**src/rtl/seg7_scan_ctrl.sv**
```systemverilog
// ---------------------------------------------------------------------------
// seg7_scan_ctrl
// Multiplexed scan driver for a 4-digit common-anode 7-segment display.
// Each digit owns a slot of SCAN_DIV mclk cycles. The slot is split into an
// all-off BLANK lead-in, a DRIVE window whose length follows the brightness
// level, and an OFF tail. The display controls are captured once per frame,
// so a frame never shows a mix of old and new values.
//
// Ports
//   mclk        system clock
//   rst_n       asynchronous active-low reset
//   disp_val    16-bit value, digit i = disp_val[4i+3:4i], digit 0 rightmost
//   disp_dp     decimal point per digit, 1 = lit
//   disp_en     per-digit enable, 0 = digit dark
//   lz_supp     leading-zero suppression enable
//   brightness  duty level 0..7 (7 = full)
//   ax_segout   {dp,g,f,e,d,c,b,a}, active-low
//   ax_digout   digit select, active-low, at most one bit low
//   frame_tick  one-cycle pulse on the cycle after each frame snapshot
// ---------------------------------------------------------------------------
module seg7_scan_ctrl #(
  parameter int SCAN_DIV  = 128,
  parameter int BLANK_CYC = 8
) (
  input  logic        mclk,
  input  logic        rst_n,
  input  logic [15:0] disp_val,
  input  logic [3:0]  disp_dp,
  input  logic [3:0]  disp_en,
  input  logic        lz_supp,
  input  logic [2:0]  brightness,
  output logic [7:0]  ax_segout,
  output logic [3:0]  ax_digout,
  output logic        frame_tick
);

  localparam int PRE_W    = $clog2(SCAN_DIV);
  // DRIVE window grows by this many cycles per brightness step
  localparam int DRV_STEP = (SCAN_DIV - BLANK_CYC) / 8;

  typedef enum logic [1:0] {
    SLOT_BLANK,
    SLOT_DRIVE,
    SLOT_OFF
  } slot_t;

  // Active-high gfedcba pattern for one hex nibble.
  function automatic logic [6:0] hexseg(input logic [3:0] nib);
    logic [6:0] seg;
    case (nib)
      4'h0: seg = 7'h3F;
      4'h1: seg = 7'h06;
      4'h2: seg = 7'h5B;
      4'h3: seg = 7'h4F;
      4'h4: seg = 7'h66;
      4'h5: seg = 7'h6D;
      4'h6: seg = 7'h7D;
      4'h7: seg = 7'h07;
      4'h8: seg = 7'h7F;
      4'h9: seg = 7'h6F;
      4'hA: seg = 7'h77;
      4'hB: seg = 7'h7C;
      4'hC: seg = 7'h39;
      4'hD: seg = 7'h5E;
      4'hE: seg = 7'h79;
      default: seg = 7'h71;
    endcase
    return seg;
  endfunction

  logic [PRE_W-1:0] pre_p0, pre_nxt;
  logic [1:0]       dig_p0, dig_nxt;
  logic             snap;

  logic [15:0] val_sh;
  logic [3:0]  dp_sh;
  logic [3:0]  en_sh;
  logic        lz_sh;
  logic [2:0]  bri_sh;

  slot_t       slot;
  logic [3:0]  nib;
  logic        upper_zero;
  logic [7:0]  seg_d;
  logic [3:0]  sel_d;

  assign snap = (pre_p0 == '0) && (dig_p0 == 2'd0);

  // ---- stage p0: scan position register ----
  always_ff @(posedge mclk or negedge rst_n) begin
    if (!rst_n) begin
      pre_p0 <= '0;
      dig_p0 <= 2'd0;
    end else begin
      pre_p0 <= pre_nxt;
      dig_p0 <= dig_nxt;
    end
  end

  always_comb begin
    pre_nxt = pre_p0 + PRE_W'(1);
    dig_nxt = dig_p0;
    if (pre_p0 == PRE_W'(SCAN_DIV - 1)) begin
      pre_nxt = '0;
      dig_nxt = dig_p0 + 2'd1;
    end
  end

  // Frame snapshot: taken on the first slot cycle of digit 0, which is also
  // the first edge after reset release.
  always_ff @(posedge mclk or negedge rst_n) begin
    if (!rst_n) begin
      val_sh <= '0;
      dp_sh  <= '0;
      en_sh  <= '0;
      lz_sh  <= 1'b0;
      bri_sh <= '0;
    end else if (snap) begin
      val_sh <= disp_val;
      dp_sh  <= disp_dp;
      en_sh  <= disp_en;
      lz_sh  <= lz_supp;
      bri_sh <= brightness;
    end
  end

  // Slot phase decoded from the prescaler position.
  always_comb begin
    int pre_i;
    int drv_end;
    pre_i   = int'(pre_p0);
    drv_end = BLANK_CYC + DRV_STEP * (int'(bri_sh) + 1);
    if (pre_i < BLANK_CYC)    slot = SLOT_BLANK;
    else if (pre_i < drv_end) slot = SLOT_DRIVE;
    else                      slot = SLOT_OFF;
  end

  // Digit pattern for the current slot. A digit is zero-suppressed when it
  // and every nibble above it are zero; digit 0 never qualifies.
  always_comb begin
    nib = val_sh[{dig_p0, 2'b00} +: 4];
    case (dig_p0)
      2'd1:    upper_zero = (val_sh[15:4] == '0);
      2'd2:    upper_zero = (val_sh[15:8] == '0);
      2'd3:    upper_zero = (val_sh[15:12] == '0);
      default: upper_zero = 1'b0;
    endcase
    seg_d = 8'hFF;
    sel_d = 4'hF;
    if (slot == SLOT_DRIVE && en_sh[dig_p0]) begin
      if (!(lz_sh && upper_zero)) begin
        sel_d = ~(4'b0001 << dig_p0);
        seg_d = ~{dp_sh[dig_p0], hexseg(nib)};
      end else if (dp_sh[dig_p0]) begin
        // suppressed digit still shows its decimal point
        sel_d = ~(4'b0001 << dig_p0);
        seg_d = 8'h7F;
      end
    end
  end

  // ---- stage p1: registered pin drive ----
  always_ff @(posedge mclk or negedge rst_n) begin
    if (!rst_n) begin
      ax_segout  <= 8'hFF;
      ax_digout  <= 4'hF;
      frame_tick <= 1'b0;
    end else begin
      ax_segout  <= seg_d;
      ax_digout  <= sel_d;
      frame_tick <= snap;
    end
  end

endmodule

```
**config.mk**
```make
export PLATFORM = sky130hd
export DESIGN_NAME = seg7_scan_ctrl
export DESIGN_NICKNAME = d
export VERILOG_FILES = /design/src/rtl/seg7_scan_ctrl.sv
export SDC_FILE = /design/constraint.sdc
export NUM_CORES = 1
export LEC_CHECK = 0
export CORE_ASPECT_RATIO = 1.2
export CORE_MARGIN = 10
export CORE_UTILIZATION = 45
export DETAILED_ROUTE_END_ITERATION = 7
export PLACE_DENSITY_LB_ADDON = 0.08
export SLEW_MARGIN = 5
export SYNTH_ARGS = -nofsm -noshare
export SYNTH_HDL_FRONTEND = slang
export SYNTH_SLANG_ARGS = --single-unit
```
**constraint.sdc**
```tcl
create_clock -name mclk -period 5.1 [get_ports mclk]
set_clock_uncertainty 0.2 [all_clocks]
set_input_delay 1.275 -clock mclk [delete_from_list [all_inputs] [get_ports mclk]]
set_output_delay 1.275 -clock mclk [all_outputs]
set_load 0.05 [all_outputs]
```
==> summary.txt, run 1 <==
Route
  • # DRC: 0
  • Number of antenna-violating nets in the routed design: 0
  • First-pass detailed-route iteration total: 4
  • Routed Wire Length: approximately 5.4 mm
  • WL/cell: roughly 15 um
  • DR vias: ~1800
  • Via/cell ratio: 5.06
  • Iteration-0 DRC Markers: roughly 60

Worst setup path
  • CP delay by family, top: adder cells
  • Crit-path max FO: 12
  • CP Launch Point: bri_sh[0]
  • CP Class: flop to flop
  • Crit path DAT: between 4 and 5 ns
  • Max incr delay on CP: between 0.5 and 0.6 ns
  • Reg-to-reg startpoint: bri_sh[0]
  • Crit. End Element: flop
  • WP buf/inv: 2
  • CP Launch Type: flop
  • Critical Path RT: between 5 and 6 ns
  • Worst path cell trace: ha_1 -> xor2_1 -> ha_1 -> fa_1 -> fa_1 -> inv_1 -> ha_1 -> a21oi_1 -> nor2b_1 -> nor2_1 -> xnor2_1 -> ha_1 -> a21oi_1 -> o21ai_0 -> o21ai_0 -> buf_4 -> nand4_1
  • Cell mode on critical path: ha_1
  • Slowest stage cell, crit path: fa_1

STA
  • Worst slew margin: roughly three fifths
  • Worst-Margin Slew: between 0.6 and 0.7 ns
  • # setup viols final: 0
  • Final Hold Vio Count: 0
  • Min Tclk post-route: ~4.5 ns
  • Crit share post-route: between 80 and 90%
  • Final TNS setup: 0 ns
  • RSZ-0062 raised after global routing: false
  • Max Slew Vio Count: 0
  • Fmax: ~220 MHz
  • Worst Hold Margin: 0.310 ns

Layout
  • Share of cells above drive strength 1: 20.8%
  • Filler Cell Count: around 550
  • Layout Nets: 339
  • Syn-to-layout area delta: 20.5%
  • Diodes inserted: 0
  • Final core utilization: a little under three fifths
  • Multi-input logic area: 1500 um^2
  • Register Area: approximately 1300 um^2

Power and ir drop
  • Power per cell area: 324 nW/um^2
  • Sequential fraction of design power: 41.2%
  • Leakage Power: about 0.0016 uW
  • Psw: 378 uW
  • VDD IR max: around 0.20 mV
  • Comb pwr share: ~34%
  • Clock power frac: around a quarter
  • Int Pwr: between 700 and 800 uW
  • Switch share: about 33%

Worst hold path
  • Worst Hold Class: flop to flop
  • Hold Path Origin: dp_sh[1]

Yosys
  • Syn. warnings: 0
  • Post-Syn Nets: approximately 300
  • Yosys top cell by area: dfrtp_1
  • Seq cells post-synth: 50
  • EDFF count, synth: 0
  • Post-synth top area share: about a third
  • Synthesized instance count: 231
  • Count leader, synth: dfrtp_1
  • Async SR Flop Fraction: 100%
  • Synth area leaders: dfrtp_1 (33%), ha_1 (14%), dfstp_2 (11%)
  • Most instantiated cells after synthesis: dfrtp_1 (38), ha_1 (32), mux2_2 (28), inv_1 (23), dfstp_2 (12)
  • Post-Synthesis Cell Area: between 2000 and 3000 um^2
  • Syn avg cell area: about 13 um^2
  • Distinct cells, synth: 39
  • Primary FF master, synth: dfrtp_1
  • Seq/Total Area, Yosys: 43.5%

Clock tree
  • Sink Count: 50
  • Root Buffer: clkbuf_8
  • CTS Buf Count: 5
  • Clock transition at path regs: 0.09 ns
  • # hold bufs at CTS: 0
  • CTS tree: yes
  • Skew-Pair Late Insertion Delay: about 0.3 ns
  • Postcts setup bufs: 0
  • Post_cts resized: 0
  • H-Tree Level Count: 2
  • Maximum clock insertion buffer count: 2

Floorplanning
  • Die ar.: ~10000 um^2
  • Die width: approximately 93 um
  • Core area: ~6400 um^2
  • Io pins: between 40 and 50
  • Initial Util: between 40 and 50%
  • Floorplan row count: 32
  • Die Y: approximately 110 um

GRT
  • Largest net degree at the start of global routing: between 50 and 60
  • GRT Residual Overflow: 0
  • Vias in the first global route: between 1500 and 2000
  • Global-route wire length before repair: a little over 9 mm
  • Initial antenna violation count: 0
  • Gr usage total: 11.3%

Flow run
  • Max-cap violations: 0

Outcome
  • Status: complete, no violations

Placement
  • RePlAce Congestion: between 0.8 and 0.9
  • # port buffers: 42
  • DP Wirelength: 4.23 mm
## logic make-up (layout without fill, tap and decap cells)
group           Yosys count  in the layout  synth area share [%]
mux                      38             38                  18.1
xor+xnor                 14             14                  4.21
simple gates             42             42                  8.08
compound gates           18             18                  4.30
flops                    50             50                  43.5
buf+inv                  33             76                  5.24
fa+ha+maj                36             36                  16.5
## power by group through the flow
| stage | sequential [uW] | clock (uW) | combinational (uW) |
|---|---|---|---|
| after detailed placement | 477 | 0 | 394 |
| final | 468 | 280 | 388 |
| after CTS | 469 | 294 | 395 |
| after global routing | 473 | 310 | 433 |
| after global placement | 477 | 0 | 390 |
| after floorplan | 580 | 0 | 163 |
## registers in the layout (all words and copies together), names as in the netlist
signal,flops
pre_p0,7
ax_segout,8
ax_digout,4
lz_sh,1
val_sh,16
bri_sh,3
frame_tick,1
en_sh,4
dig_p0,2
dp_sh,4
## worst paths after layout
path	slack, ns	end	cells past startpoint
max	0.61	ax_digout[2]	17
min	0.31	dp_sh[1]	1
max reg2reg	0.61	ax_digout[2]	17
min reg2reg	0.31	dp_sh[1]	1
max in group asynchronous	3.42	dig_p0[0]	2
min in group asynchronous	0.85	bri_sh[2]	2
## final cells by class
| type | count | share of cell area [%] |
|---|---|---|
| multi-input combinational | 148 | 42.7 |
| sequential | 50 | 36.1 |
| tap | 85 | 3.03 |
| inverter | 23 | 2.46 |
| timing repair buffer | 45 | 12.5 |
| clock buffer | 5 | 1.96 |
| clock inverter | 3 | 1.25 |
## stage by stage
step                cells  worst slack [ns]  total power (uW)  cell area (um^2)
floorplan             231             0.664               743              2910
global placement      351             0.708               867              3390
detailed placement    351             0.581               871              3390
CTS                   359             0.567              1160              3510
global route          359             0.211              1220              3510
finish                359             0.608              1140              3510
## layer usage
metal | track usage [%] | vias up | part of all wire (%)
li1 | - | 895 | -
met5 | 0 | - | 0
met3 | 2.77 | 5 | 4.7
met4 | 3.97 | 0 | 0.85
met1 | 15.0 | 885 | 48
met2 | 17.5 | 32 | 46
## cells in the final DEF, fill, tap and decap left out, types with 2 or more instances in the layout
| master | instances |
|---|---|
| clkdlybuf4s50_1 | 41 |
| dfrtp_1 | 38 |
| ha_1 | 32 |
| mux2_2 | 28 |
| inv_1 | 23 |
| dfstp_2 | 12 |
| nand3_1 | 10 |
| xor2_1 | 9 |
| nor2_1 | 6 |
| nand4_1 | 6 |
| xnor2_1 | 5 |
| a21oi_1 | 5 |
| mux4_1 | 5 |
| nand2_1 | 5 |
| clkbuf_8 | 5 |
| o21ai_0 | 4 |
| fa_1 | 4 |
| and3_1 | 3 |
| nor4_1 | 3 |
| buf_4 | 3 |
| and2_1 | 2 |
| o211ai_1 | 2 |
| nand3b_1 | 2 |
| mux4_2 | 2 |
| or3b_1 | 2 |
No activity file was read; power rests on OpenSTA's default activity.
==> run 2: changes to the inputs <==
--- a/config.mk
+++ b/config.mk
@@ -5,10 +5,12 @@
 export SDC_FILE = /design/constraint.sdc
 export NUM_CORES = 1
 export LEC_CHECK = 0
+export ABC_AREA = 1
 export CORE_ASPECT_RATIO = 1.2
 export CORE_MARGIN = 10
 export CORE_UTILIZATION = 45
 export DETAILED_ROUTE_END_ITERATION = 7
+export MAX_ROUTING_LAYER = met4
 export PLACE_DENSITY_LB_ADDON = 0.08
 export SLEW_MARGIN = 5
 export SYNTH_ARGS = -nofsm -noshare
==> constraint.sdc (replaced) <==
create_clock -name mclk -period 5 [get_ports mclk]
set_clock_uncertainty 0.2 [all_clocks]
set_input_delay 1.25 -clock mclk [delete_from_list [all_inputs] [get_ports mclk]]
set_output_delay 1.25 -clock mclk [all_outputs]
set_load 0.05 [all_outputs]
==> summary.txt, run 2 <==
Power and ir drop
  • Leakage Power: around 0.0018 uW
  • Power per cell area: ~300 nW/um^2
  • VDD IR max: about 0.21 mV

STA
  • Min Tclk post-route: between 4 and 5 ns
  • Crit share post-route: 88.7%
  • Fmax: about 230 MHz
  • Final setup margin: between 0.5 and 0.6 ns
  • RSZ-0062 raised after global routing: false
  • Final TNS setup: 0 ns
  • Worst Hold Margin: approximately 0.3 ns
  • Max Slew Vio Count: 0
  • # setup viols final: 0
  • Worst-Margin Slew: around 0.85 ns
  • Final Hold Vio Count: 0
  • Worst slew margin: 42.7%

Floorplanning
  • Die ar.: between 10000 and 15000 um^2
  • Io pins: 43
  • Die width: between 90 and 100 um
  • Initial Util: between 40% and 50%
  • Core area: 6810 um^2
  • Die Y: ~110 um
  • Floorplan row count: 33

Worst setup path
  • Reg-to-reg startpoint: bri_sh[0]
  • CP Launch Type: flop
  • Cell mode on critical path: ha_1
  • CP Launch Point: bri_sh[0]
  • Crit path DAT: between 4 and 5 ns
  • Reg2Reg Setup Slack: approximately 0.57 ns
  • Max incr delay on CP: about 0.51 ns
  • Crit-path max FO: 12
  • CP Class: flop to flop
  • R2R Path End: ax_digout[1]
  • Slowest stage cell, crit path: fa_1
  • CP Capture Point: ax_digout[1]
  • Reg2Reg Depth: 19
  • Crit. End Element: flop
  • Worst path cell trace: ha_1 -> xor2_1 -> ha_1 -> fa_1 -> fa_1 -> inv_1 -> ha_1 -> a21o_1 -> a21oi_1 -> xor2_1 -> ha_1 -> nand2_1 -> inv_1 -> nand2_1 -> inv_1 -> nand2_1 -> nand3_2 -> nor2_4 -> nand3_1
  • Critical Path RT: just over 5 ns

Yosys
  • Count leader, synth: nand2_1
  • Yosys top cell by area: dfrtp_1
  • Most instantiated cells after synthesis: nand2_1 (94), inv_1 (60), dfrtp_1 (38), ha_1 (32), nand3_1 (30)
  • Post-synthesis mux area share: 0%
  • Simple-Gate Fraction of Synth Area: 23.0%
  • Seq cells post-synth: 50
  • Post-Synthesis Cell Area: approximately 3100 um^2
  • Post-Syn Nets: between 400 and 500
  • Primary FF master, synth: dfrtp_1
  • Synthesized instance count: ~380
  • Synth Area in Adders: ~15%
  • EDFF count, synth: 0
  • Synth Area in XOR/XNOR: approximately 2.2%
  • Largest family of logic cells by synthesized area: simple AND/OR/NAND/NOR gates
  • Post-synth top area share: a little under a third
  • Synth area leaders: dfrtp_1 (30%), ha_1 (13%), nand2_1 (11%)
  • Async SR Flop Fraction: between 90% and 100%
  • Seq/Total Area, Yosys: approximately two fifths
  • Syn avg cell area: ~8.3 um^2
  • Distinct cells, synth: 31
  • Syn. warnings: 0
  • Synth Area in Compound Gates: roughly 8.2%

Clock tree
  • H-Tree Level Count: 2
  • Skew-Pair Late Insertion Delay: ~0.31 ns
  • Postcts setup bufs: 0
  • Maximum clock insertion buffer count: 2
  • CTS Buf Count: 5
  • Post_cts resized: 0
  • Root Buffer: clkbuf_8
  • CTS tree: yes
  • Clock transition at path regs: about 0.09 ns
  • Sink Count: 50
  • # hold bufs at CTS: 0

Outcome
  • Status: complete, no violations

Route
  • # DRC: 0
  • WL/cell: ~12 um
  • Iteration-0 DRC Markers: ~70
  • Via/cell ratio: around 4.8
  • First-pass detailed-route iteration total: 4
  • DR vias: 2411
  • Routed Wire Length: between 6 and 7 mm
  • Number of antenna-violating nets in the routed design: 0

GRT
  • Global-route wire length before repair: 10.5 mm
  • GRT Residual Overflow: 0
  • Largest net degree at the start of global routing: 51
  • Initial antenna violation count: 0
  • Vias in the first global route: approximately 2300
  • Gr usage total: 12.2%

Layout
  • Diodes inserted: 0
  • Top Registers: val_sh: 16 flops, ax_segout: 8 flops, pre_p0: 7 flops
  • Most common cell after layout, fill and taps aside: nand2_1
  • Layout Nets: slightly below 500
  • Largest register by flop count: val_sh
  • Syn-to-layout area delta: 17.3%
  • Final core utilization: 54.2%
  • Max reg flops: 16
  • Share of cells above drive strength 1: 9.76%
  • Most frequent cells in the layout: nand2_1 (94), inv_1 (60), clkdlybuf4s50_1 (41), dfrtp_1 (38), ha_1 (32)

Worst hold path
  • Worst Hold Class: flop to flop

Placement
  • RePlAce Congestion: ~0.83
  • DP Wirelength: about 5 mm
  • Pre-CTS setup slack: a little over 0.5 ns
  • # port buffers: between 40 and 50

Flow run
  • Max-cap violations: 0
run 2: per-stage QoR:
step / total power (uW) / std cells / area (um^2)
floorplan: 775 / 378 / 3150
global placement: 880 / 499 / 3590
detailed placement: 891 / 499 / 3590
CTS: 1150 / 507 / 3690
global route: 1200 / 507 / 3690
finish: 1130 / 507 / 3690
run 2: power breakdown:
| group | internal, uW | switching (uW) |
|---|---|---|
| Combinational | 154 | 245 |
| Sequential | 461 | 14.9 |
| Clock | 114 | 139 |
run 2: cell type report:
cell class / instances / area [um^2]
Multi-Input combinational cell: 251 / 1530
Sequential cell: 50 / 1270
Fill cell: 670 / 3120
Inverter: 67 / 256
Timing Repair Buffer: 44 / 430
Clock buffer: 6 / 82.6
Tap cell: 87 / 109
Clock inverter: 2 / 16.3
run 2: critical path, delay by kind of cell, from the launching register on:
family | cells | cell delay (ns)
fa+ha+maj | 6 | 2.02
simple gates | 6 | 0.66
xor+xnor | 2 | 0.52
flops | 1 | 0.49
compound gates | 2 | 0.35
buf+inv | 3 | 0.12
run 2: worst min path at each step:
stage | depth (start not counted) | from | to
3_5_place_dp | 1 | pre_p0[0] | pre_p0[0]
2_1_floorplan | 1 | pre_p0[0] | pre_p0[0]
5_1_grt | 1 | pre_p0[0] | pre_p0[0]
6_report | 1 | pre_p0[0] | pre_p0[0]
4_1_cts | 1 | pre_p0[0] | pre_p0[0]
3_3_place_gp | 1 | pre_p0[0] | pre_p0[0]
run 2: per-layer routing:
layer  global-route usage, %  share of wire [%]  vias up
met5                       -                  0        -
met2                    19.6                 49       38
met1                    14.6                 45     1107
met3                    2.55                4.2        9
met4                    4.47                1.7        0
li1                        -                  -     1257
run 2: logic make-up (layout without fill, tap and decap cells):
group	count (synthesis)	after routing
AO/OA/AOI/OAI	50	50
XOR/XNOR	8	8
adder cells (fa/ha/maj)	36	36
buffers and inverters	77	119
flip-flops	50	50
AND/OR/NAND/NOR	157	157
==> run 3: changes to the inputs <==
==> constraint.sdc (replaced) <==
create_clock -name mclk -period 4.9 [get_ports mclk]
set_clock_uncertainty 0.2 [all_clocks]
set_input_delay 1.225 -clock mclk [delete_from_list [all_inputs] [get_ports mclk]]
set_output_delay 1.225 -clock mclk [all_outputs]
set_load 0.05 [all_outputs]
==> summary.txt, run 3 (synthesis results as in run 2) <==
Worst setup path
  • Max incr delay on CP: 0.51 ns
  • Slowest stage cell, crit path: fa_1
  • CP Launch Type: flop
  • Reg2Reg Setup Slack: ~0.47 ns
  • R2R Path End: ax_segout[6]
  • Worst path cell trace: ha_1 -> xor2_1 -> ha_1 -> fa_1 -> fa_1 -> inv_1 -> ha_1 -> a21o_1 -> a21oi_1 -> xor2_1 -> ha_1 -> nand2_1 -> inv_1 -> nand2_1 -> inv_1 -> nand2_1 -> nand3_2 -> nor2_4 -> nand3_1
  • Reg2Reg Depth: 19
  • WP buf/inv: 3
  • CP Class: flop to flop
  • CP delay by family, top: adder cells
  • Crit path DAT: approximately 4.5 ns
  • Cell mode on critical path: ha_1
  • Crit. End Element: flop
  • Critical Path RT: about 4.9 ns
  • Reg-to-reg startpoint: bri_sh[0]
  • Crit-path max FO: 12

Placement
  • DP Wirelength: 5.04 mm
  • Dpl cell area: between 3000 and 4000 um^2
  • # port buffers: between 40 and 50
  • RePlAce Congestion: around 0.83

Route
  • DR vias: ~2400
  • WL/cell: ~12 um
  • Iteration-0 DRC Markers: just over 50
  • Via/cell ratio: 4.71
  • Number of antenna-violating nets in the routed design: 0
  • # DRC: 0
  • First-pass detailed-route iteration total: 4
  • Routed Wire Length: roughly 6.2 mm

Power and ir drop
  • VDD IR max: around 0.21 mV
  • Tot Pwr: 1180 uW
  • Leakage Power: approximately 0.0018 uW
  • Power per cell area: around 320 nW/um^2

GRT
  • Vias in the first global route: about 2300
  • Global-route wire length before repair: 10.5 mm
  • Largest net degree at the start of global routing: 38
  • Initial antenna violation count: 0
  • GRT Residual Overflow: 0
  • Gr usage total: approximately 12%

Clock tree
  • CTS Buf Count: 5
  • Postcts setup bufs: 0
  • Skew-Pair Late Insertion Delay: around 0.30 ns
  • Sink Count: 50
  • H-Tree Level Count: 2
  • CTS tree: yes
  • Root Buffer: clkbuf_8
  • Clock transition at path regs: 0.09 ns
  • Maximum clock insertion buffer count: 2
  • # hold bufs at CTS: 0
  • Post_cts resized: 0

STA
  • Final Hold Vio Count: 0
  • Max Slew Vio Count: 0
  • Final TNS setup: 0 ns
  • RSZ-0062 raised after global routing: false
  • Worst slew margin: 41.9%
  • Worst-Margin Slew: around 0.86 ns
  • Fmax: roughly 230 MHz
  • Crit share post-route: 90.4%
  • # setup viols final: 0
  • Min Tclk post-route: roughly 4.4 ns

Layout
  • Largest register by flop count: val_sh
  • Diodes inserted: 0
  • Most common cell after layout, fill and taps aside: nand2_1
  • Share of cells above drive strength 1: under 10%
  • Filler Cell Count: about 660
  • Syn-to-layout area delta: 17.8%
  • Most frequent cells in the layout: nand2_1 (94), inv_1 (60), clkdlybuf4s50_1 (41), dfrtp_1 (38), ha_1 (32)
  • Max reg flops: 16
  • Non-Filler Cell Area, Final: between 3000 and 4000 um^2
  • Layout Nets: around 490
  • Top Registers: val_sh: 16 flops, ax_segout: 8 flops, pre_p0: 7 flops

Worst hold path
  • Worst Hold Class: flop to flop
  • Hold Path Origin: pre_p0[0]
  • Hold path depth: 1
  • WHS Endpoint: pre_p0[0]

Floorplanning
  • Die Y: around 110 um
  • Io pins: 43
  • Initial Util: between 40 and 50%
  • Die ar.: about 11000 um^2
  • Die width: 96.3 um
  • Floorplan row count: 33
  • Core area: roughly 6800 um^2

Flow run
  • Max-cap violations: 0

Outcome
  • Status: complete, no violations
==> run 3: cell types whose count changed in the layout (fill, tap and decap cells not counted) <==
cell | previous run | this run
bufinv_16 | 0 | 1
clkbuf_8 | 6 | 5
clkinv_2 | 0 | 1
clkinvlp_4 | 1 | 0
==> run 3: how the worst max path moves through the flow <==
| stage | from | to | slack, ns | depth (start not counted) |
|---|---|---|---|---|
| 2_1_floorplan | bri_sh[0] | ax_segout[5] | 0.70 | 20 |
| 3_3_place_gp | bri_sh[0] | ax_digout[2] | 0.50 | 19 |
| 3_5_place_dp | bri_sh[0] | ax_segout[6] | 0.42 | 19 |
| 4_1_cts | bri_sh[0] | ax_segout[6] | 0.41 | 19 |
| 5_1_grt | bri_sh[0] | ax_segout[5] | 0.12 | 19 |
| 6_report | bri_sh[0] | ax_segout[6] | 0.47 | 19 |
==> run 3: final cells by class <==
type	count	area, um^2	area share [%]
multi-input cells	251	1530	41.3
flip-flops and latches	50	1270	34.2
repair buffers	44	430	11.6
inverters	67	256	6.92
well taps	87	109	2.94
clock buffers	5	68.8	1.86
clock inverters	3	43.8	1.18
==> run 3: metal layers <==
layer / up-vias / global-route usage [%] / part of all wire (%)
met3: 4 / 2.96 / 4.0
met5: - / - / 0
met4: 0 / 3.50 / 1.1
li1: 1260 / - / -
met2: 33 / 19.8 / 50
met1: 1090 / 14.7 / 45
==> run 3: power breakdown <==
part	internal, uW	switching (uW)	total (uW)
clock network	153	137	290
registers	471	14.9	486
logic	157	247	404
==> run 3: metrics by stage <==
stage               utilization, %  std cells  hold WS (ns)  setup WS (ns)
floorplan                        -        378         0.255          0.703
finish                        54.4        507         0.294          0.470
CTS                           54.4        507         0.293          0.411
detailed placement            52.7        499         0.280          0.415
global placement              52.7        499         0.271          0.497
global route                  54.4        507         0.309          0.124
